### src/rtl/mem_arbiter.sv
// Single-port RAM arbiter between the instruction-fetch and data requesters.
// Data has priority; a consecutive-data-grant counter forces a fetch through.
module mem_arbiter #(
  parameter int unsigned ADDR_W      = 32,
  parameter int unsigned DATA_W      = 32,
  parameter int unsigned MAX_DSTREAK = 4,
  parameter int unsigned TIMEOUT     = 64
) (
  input  logic              CLK,
  input  logic              RST,
  input  logic              iREN,
  input  logic [ADDR_W-1:0] iaddr,
  output logic              iwait,
  output logic [DATA_W-1:0] iload,
  input  logic              dREN,
  input  logic              dWEN,
  input  logic [ADDR_W-1:0] daddr,
  input  logic [DATA_W-1:0] dstore,
  output logic              dwait,
  output logic [DATA_W-1:0] dload,
  output logic              ramREN,
  output logic              ramWEN,
  output logic [ADDR_W-1:0] ramaddr,
  output logic [DATA_W-1:0] ramstore,
  input  logic [DATA_W-1:0] ramload,
  input  logic [1:0]        ramstate,
  output logic              err
);

  localparam int unsigned SW = $clog2(MAX_DSTREAK + 1);
  localparam int unsigned TW = $clog2(TIMEOUT + 1);
  localparam logic [1:0] RS_ACCESS = 2'd2;
  localparam logic [1:0] RS_ERROR  = 2'd3;

  typedef enum logic [1:0] {IDLE, DGRANT, IGRANT} state_t;

  state_t            state_q, state_d;
  logic [SW-1:0]     dstreak_q, dstreak_d;
  logic [TW-1:0]     tcnt_q, tcnt_d;
  logic              err_q, err_d;
  logic [ADDR_W-1:0] addr_q, addr_d;
  logic [DATA_W-1:0] data_q, data_d;
  logic              op_write_q, op_write_d;

  logic access, owner_req, in_d, in_i;

  assign access = (ramstate == RS_ACCESS);

  always_comb begin
    state_d    = state_q;
    dstreak_d  = dstreak_q;
    tcnt_d     = tcnt_q;
    err_d      = err_q;
    addr_d     = addr_q;
    data_d     = data_q;
    op_write_d = op_write_q;
    owner_req  = (state_q == DGRANT) ? (op_write_q ? dWEN : dREN) : iREN;
    case (state_q)
      IDLE: begin
        if ((dREN || dWEN) && !(iREN && dstreak_q == SW'(MAX_DSTREAK))) begin
          state_d    = DGRANT;
          addr_d     = daddr;
          data_d     = dstore;
          op_write_d = dWEN;
          tcnt_d     = '0;
          if (!iREN)
            dstreak_d = '0;
          else if (dstreak_q != SW'(MAX_DSTREAK))
            dstreak_d = dstreak_q + SW'(1);
        end else if (iREN) begin
          state_d   = IGRANT;
          addr_d    = iaddr;
          tcnt_d    = '0;
          dstreak_d = '0;
        end
      end
      DGRANT, IGRANT: begin
        // Completion outranks every abort cause, including a same-cycle timeout.
        if (access) begin
          state_d = IDLE;
        end else if (ramstate == RS_ERROR) begin
          err_d   = 1'b1;
          state_d = IDLE;
        end else if (!owner_req) begin
          state_d = IDLE;
        end else if (tcnt_q == TW'(TIMEOUT - 1)) begin
          err_d   = 1'b1;
          state_d = IDLE;
        end else begin
          tcnt_d = tcnt_q + TW'(1);
        end
      end
      default: state_d = IDLE;
    endcase
  end

  always_ff @(posedge CLK) begin
    if (RST) begin
      state_q    <= IDLE;
      dstreak_q  <= '0;
      tcnt_q     <= '0;
      err_q      <= 1'b0;
      addr_q     <= '0;
      data_q     <= '0;
      op_write_q <= 1'b0;
    end else begin
      state_q    <= state_d;
      dstreak_q  <= dstreak_d;
      tcnt_q     <= tcnt_d;
      err_q      <= err_d;
      addr_q     <= addr_d;
      data_q     <= data_d;
      op_write_q <= op_write_d;
    end
  end

  // Outputs are forced idle while RST is high, before the reset edge lands.
  always_comb begin
    in_d     = (state_q == DGRANT) && !RST;
    in_i     = (state_q == IGRANT) && !RST;
    ramREN   = (in_d && !op_write_q) || in_i;
    ramWEN   = in_d && op_write_q;
    ramaddr  = (in_d || in_i) ? addr_q : '0;
    ramstore = in_d ? data_q : '0;
    dwait    = !(in_d && access);
    iwait    = !(in_i && access);
    dload    = (in_d && !op_write_q && access) ? ramload : '0;
    iload    = (in_i && access) ? ramload : '0;
  end

  assign err = err_q;

endmodule

### config.mk
export PLATFORM = sky130hd
export DESIGN_NAME = mem_arbiter
export DESIGN_NICKNAME = d
export VERILOG_FILES = /design/src/rtl/mem_arbiter.sv
export SDC_FILE = /design/constraint.sdc
export NUM_CORES = 1
export LEC_CHECK = 0
export ABC_AREA = 1
export CAP_MARGIN = 20
export CORE_MARGIN = 10
export CORE_UTILIZATION = 33
export CTS_CLUSTER_SIZE = 20
export DETAILED_ROUTE_END_ITERATION = 10
export GPL_TIMING_DRIVEN = 0
export PLACE_DENSITY = 0.71
export SLEW_MARGIN = 40
export SYNTH_ARGS = -nofsm -noshare
export SYNTH_HDL_FRONTEND = slang
export SYNTH_SLANG_ARGS = --single-unit
### constraint.sdc
create_clock -name CLK -period 2.2 [get_ports CLK]
set_input_delay 0.66 -clock CLK [delete_from_list [all_inputs] [get_ports CLK]]
set_output_delay 0.66 -clock CLK [all_outputs]
set_load 0.03 [all_outputs]
==> summary.txt <==
Routing
  • Wirelength, routed: 20.5 mm
  • Total via count in the routed design: 5445
  • Post-route DRC: 0
  • TritonRoute pass-1 iters: 5
  • Detail Route Antenna Nets: 0
  • Wire length per cell after detailed routing: approximately 17 um
  • Drt via density: roughly 4.6
  • 1st-iter DRT viols: 285

Floorplan
  • Io pins: 268
  • Horizontal die dimension: 135 um
  • Die H: 135 um
  • Starting Density: 34.2%
  • Area enclosed by the die boundary: 18200 um2
  • Floorplan row count: 41
  • Placeable core region: 12800 um2

STA
  • Count of final hold-check violations: 0
  • RSZ-0062 raised after global routing: true
  • Tightest Pin Transition: 0.540 ns
  • Post-route clock period utilization: 110%
  • Clk_skew: just over 0.005 ns
  • Max Transition Viols Final: 0
  • Shortest period the worst path allows: 2.43 ns
  • Final setup TNS: -16.71 ns
  • Final worst setup slack: -0.227 ns
  • Headroom to the max-slew limit: between 60% and 70%
  • Final-layout worst hold slack: roughly 0.46 ns
  • Peak clock frequency supported by timing: between 0.4 and 0.5 GHz
  • Setup Viol. Count Final: 125

Clocking
  • Total clock sinks: 78
  • Clock latency at the later pin of the worst-skew pair: 0.34 ns
  • Root cell of the clock tree: sky130_fd_sc_hd__clkbuf_16
  • Total CTS buffers: 9
  • Max Buffers Root-to-Sink: 2
  • Clock slew at the register clock pins of the worst setup and hold paths: 0.06 ns
  • Clock tree from TritonCTS: built
  • CTS HTree Levels: 3

Cells and area
  • Final Instance Area: between 8000 and 9000 um2
  • Count of fill cells added during filler insertion: 1052
  • Layout overhead on the synthesized area: 99.5%
  • End-of-flow core utilization: 68.2%
  • Number of nets in the layout: 1148
  • Inserted Diodes: 0
  • Share of cells above drive strength 1: 32.5%
  • Non-filler instance count after layout: 1184

Critical path
  • Worst setup SP type: flop
  • Critical Path Sink Type: output pin
  • Crit path max fanout: 8
  • Data arrival time of the critical path: between 1.5 and 2 ns
  • Crit path largest cell delay: 0.37 ns
  • Crit Path Class: flop to output pin
  • Highest-delay cell along the critical path: sky130_fd_sc_hd__dfxtp_4
  • Required time at the endpoint of the critical path: approximately 1.5 ns
  • Cell Chain, Critical Path: inv_4 -> ha_4 -> inv_4 -> nor2_4 -> nand3_4 -> clkbuf_16 -> nor2_4 -> buf_6

Logic synthesis
  • Sequential element share of the synthesized area: 35.8%
  • Synth top area share: between 30 and 40%
  • Largest area contributor in the netlist: sky130_fd_sc_hd__dfxtp_1
  • Mapped Area: 4360 um2
  • Cell types with the largest area share after synthesis: sky130_fd_sc_hd__dfxtp_1 (36%), sky130_fd_sc_hd__nor2_1 (18%), sky130_fd_sc_hd__inv_1 (9.5%)
  • Distinct cells, synth: 31
  • Post-synthesis sequential element count: 78
  • Post-synth net total: 844
  • Cells after synthesis: 703
  • Post-Synthesis Mean Instance Area: 6.21 um2
  • Predominant post-synthesis flop cell: sky130_fd_sc_hd__dfxtp_1
  • Syn. warnings: 0
  • Number of flops mapped to enable cells by yosys: 0
  • Post-synth ARST share: 0%

GRT
  • Wire length of the first global-routing pass: 28.9 mm
  • GR Util All Layers: 20.1%
  • Largest net degree at the start of global routing: 13
  • Total global routing overflow: 0
  • Via count of the first global-routing pass: 5023
  • Number of antenna violations at the first check in global routing: 0

Power and ir drop
  • Power per cell area: 554 nW/um2
  • Worst voltage drop across the vdd grid: ~0.63 mV
  • P_leak: 3.74 nW

Job
  • Max_cap viols: 0

Placement
  • Total placed instance area: 7280 um2
  • Placed cell count: 1142
  • Count of buffers inserted at the top-level ports: 267
  • Placer congestion estimate: 0.829
  • Detailed-placement wirelength estimate: 14.8 mm

Run status
  • Outcome: finished, violations left
  • Violated checks: setup timing

Worst hold path
  • HP Class: flop to flop
==> metrics by stage <==
step                setup slack, ns  power (mW)
global route                 -0.319        5.07
detailed placement            -1.38        2.98
finish                       -0.227        4.83
floorplan                   -0.0933        2.45
global placement              -1.40        2.97
CTS                          -0.279        4.67
==> layer usage <==
metal  share of wire [%]  GRT usage, %
met1                  39          23.9
met4                 1.1          4.84
met2                  50          33.5
met5                   0             0
met3                 9.1          7.57
==> power by group <==
group / leakage, nW / internal [mW] / switching [mW] / total, mW
clock: 0.157 / 1.02 / 0.573 / 1.59
sequential: 0.647 / 1.58 / 0.0749 / 1.66
combinational: 2.94 / 0.709 / 0.868 / 1.58
==> worst paths after layout <==
check / from / end / slack [ns] / depth (start not counted)
max: state_q[1] / dload[6] / -0.23 / 8
min: err / err / 0.46 / 2
max reg2reg: state_q[0] / tcnt_q[1] / 0.34 / 10
min reg2reg: err / err / 0.46 / 2
==> cell usage after synthesis, types with 4 or more instances <==
library cell	instances
sky130_fd_sc_hd__nand3_2	4
sky130_fd_sc_hd__a21oi_1	77
sky130_fd_sc_hd__nand2_1	64
sky130_fd_sc_hd__dfxtp_1	78
sky130_fd_sc_hd__buf_6	8
sky130_fd_sc_hd__clkbuf_1	13
sky130_fd_sc_hd__inv_1	111
sky130_fd_sc_hd__ha_1	6
sky130_fd_sc_hd__nor2_1	204
sky130_fd_sc_hd__o21ai_0	11
sky130_fd_sc_hd__inv_2	9
sky130_fd_sc_hd__o21ai_1	62
sky130_fd_sc_hd__nand3_1	15
sky130_fd_sc_hd__buf_2	15
sky130_fd_sc_hd__nand2_2	4
==> registers in the layout, indices dropped and copies added, names as in the netlist <==
register / flops
addr_q: 32
data_q: 32
dstreak_q: 3
err: 1
op_write_q: 1
state_q: 2
tcnt_q: 7
==> kinds of logic (layout without fill, tap and decap cells) <==
kind of cell               count (synthesis)  count (layout)  synth area share [%]
AOI/OAI and AO/OA                        155             155                  18.2
adders and majority gates                  6               6                  1.72
xor gates and xnor gates                   1               1                 0.201
DFF                                       78              78                  35.8
buffers and inverters                    163             471                  16.2
and+or+nand+nor                          300             301                  27.9
==> layout make-up <==
| type | count | area [um2] | share of cell area (%) |
|---|---|---|---|
| flip-flops and latches | 78 | 1570 | 18.0 |
| multi-input cells | 463 | 2730 | 31.3 |
| clock buffers | 12 | 246 | 2.83 |
| plain buffers | 42 | 443 | 5.09 |
| clock inverters | 4 | 70.1 | 0.805 |
| inverters | 121 | 482 | 5.53 |
| repair buffers | 292 | 2960 | 34.0 |
| well taps | 172 | 215 | 2.47 |
==> repair_timing <==
item / 4_1_cts / 5_1_grt
setup endpoints to repair: 132 / 132
buffers inserted: 7 / 6
cloned: 10 / 3
pin swaps: 6 / 6
hold buffers: 0 / 0
gates resized for setup: 908 / 234
==> layout by cell type (no fill, tap or decap), types with 2 or more instances in the layout <==
master and count:
sky130_fd_sc_hd__inv_4 4, sky130_fd_sc_hd__clkbuf_1 9, sky130_fd_sc_hd__nand2_1 63, sky130_fd_sc_hd__o21ai_0 11, sky130_fd_sc_hd__nor2_1 125, sky130_fd_sc_hd__buf_6 91
sky130_fd_sc_hd__inv_1 104, sky130_fd_sc_hd__buf_8 11, sky130_fd_sc_hd__dfxtp_1 76, sky130_fd_sc_hd__clkinv_2 2, sky130_fd_sc_hd__nor2_2 11, sky130_fd_sc_hd__nand2_2 4
sky130_fd_sc_hd__a21oi_1 77, sky130_fd_sc_hd__nor3_1 3, sky130_fd_sc_hd__nand2_4 2, sky130_fd_sc_hd__dfxtp_4 2, sky130_fd_sc_hd__o21ai_1 61, sky130_fd_sc_hd__clkbuf_16 17
sky130_fd_sc_hd__buf_4 63, sky130_fd_sc_hd__buf_12 5, sky130_fd_sc_hd__nand3_2 4, sky130_fd_sc_hd__ha_1 4, sky130_fd_sc_hd__nand3_4 3, sky130_fd_sc_hd__inv_2 10
sky130_fd_sc_hd__a21oi_2 2, sky130_fd_sc_hd__buf_2 14, sky130_fd_sc_hd__bufinv_16 2, sky130_fd_sc_hd__ha_4 2, sky130_fd_sc_hd__nand3_1 13, sky130_fd_sc_hd__clkbuf_4 2
sky130_fd_sc_hd__clkdlybuf4s50_1 132, sky130_fd_sc_hd__nor2_4 69
==> critical path: cells and delay by family (launching register included) <==
kind                       cells  cell delay [ns]
and+or+nand+nor                3             0.42
buffers and inverters          4             0.49
DFF                            1             0.37
adders and majority gates      1             0.14
Power figures use the tool's default switching activity.
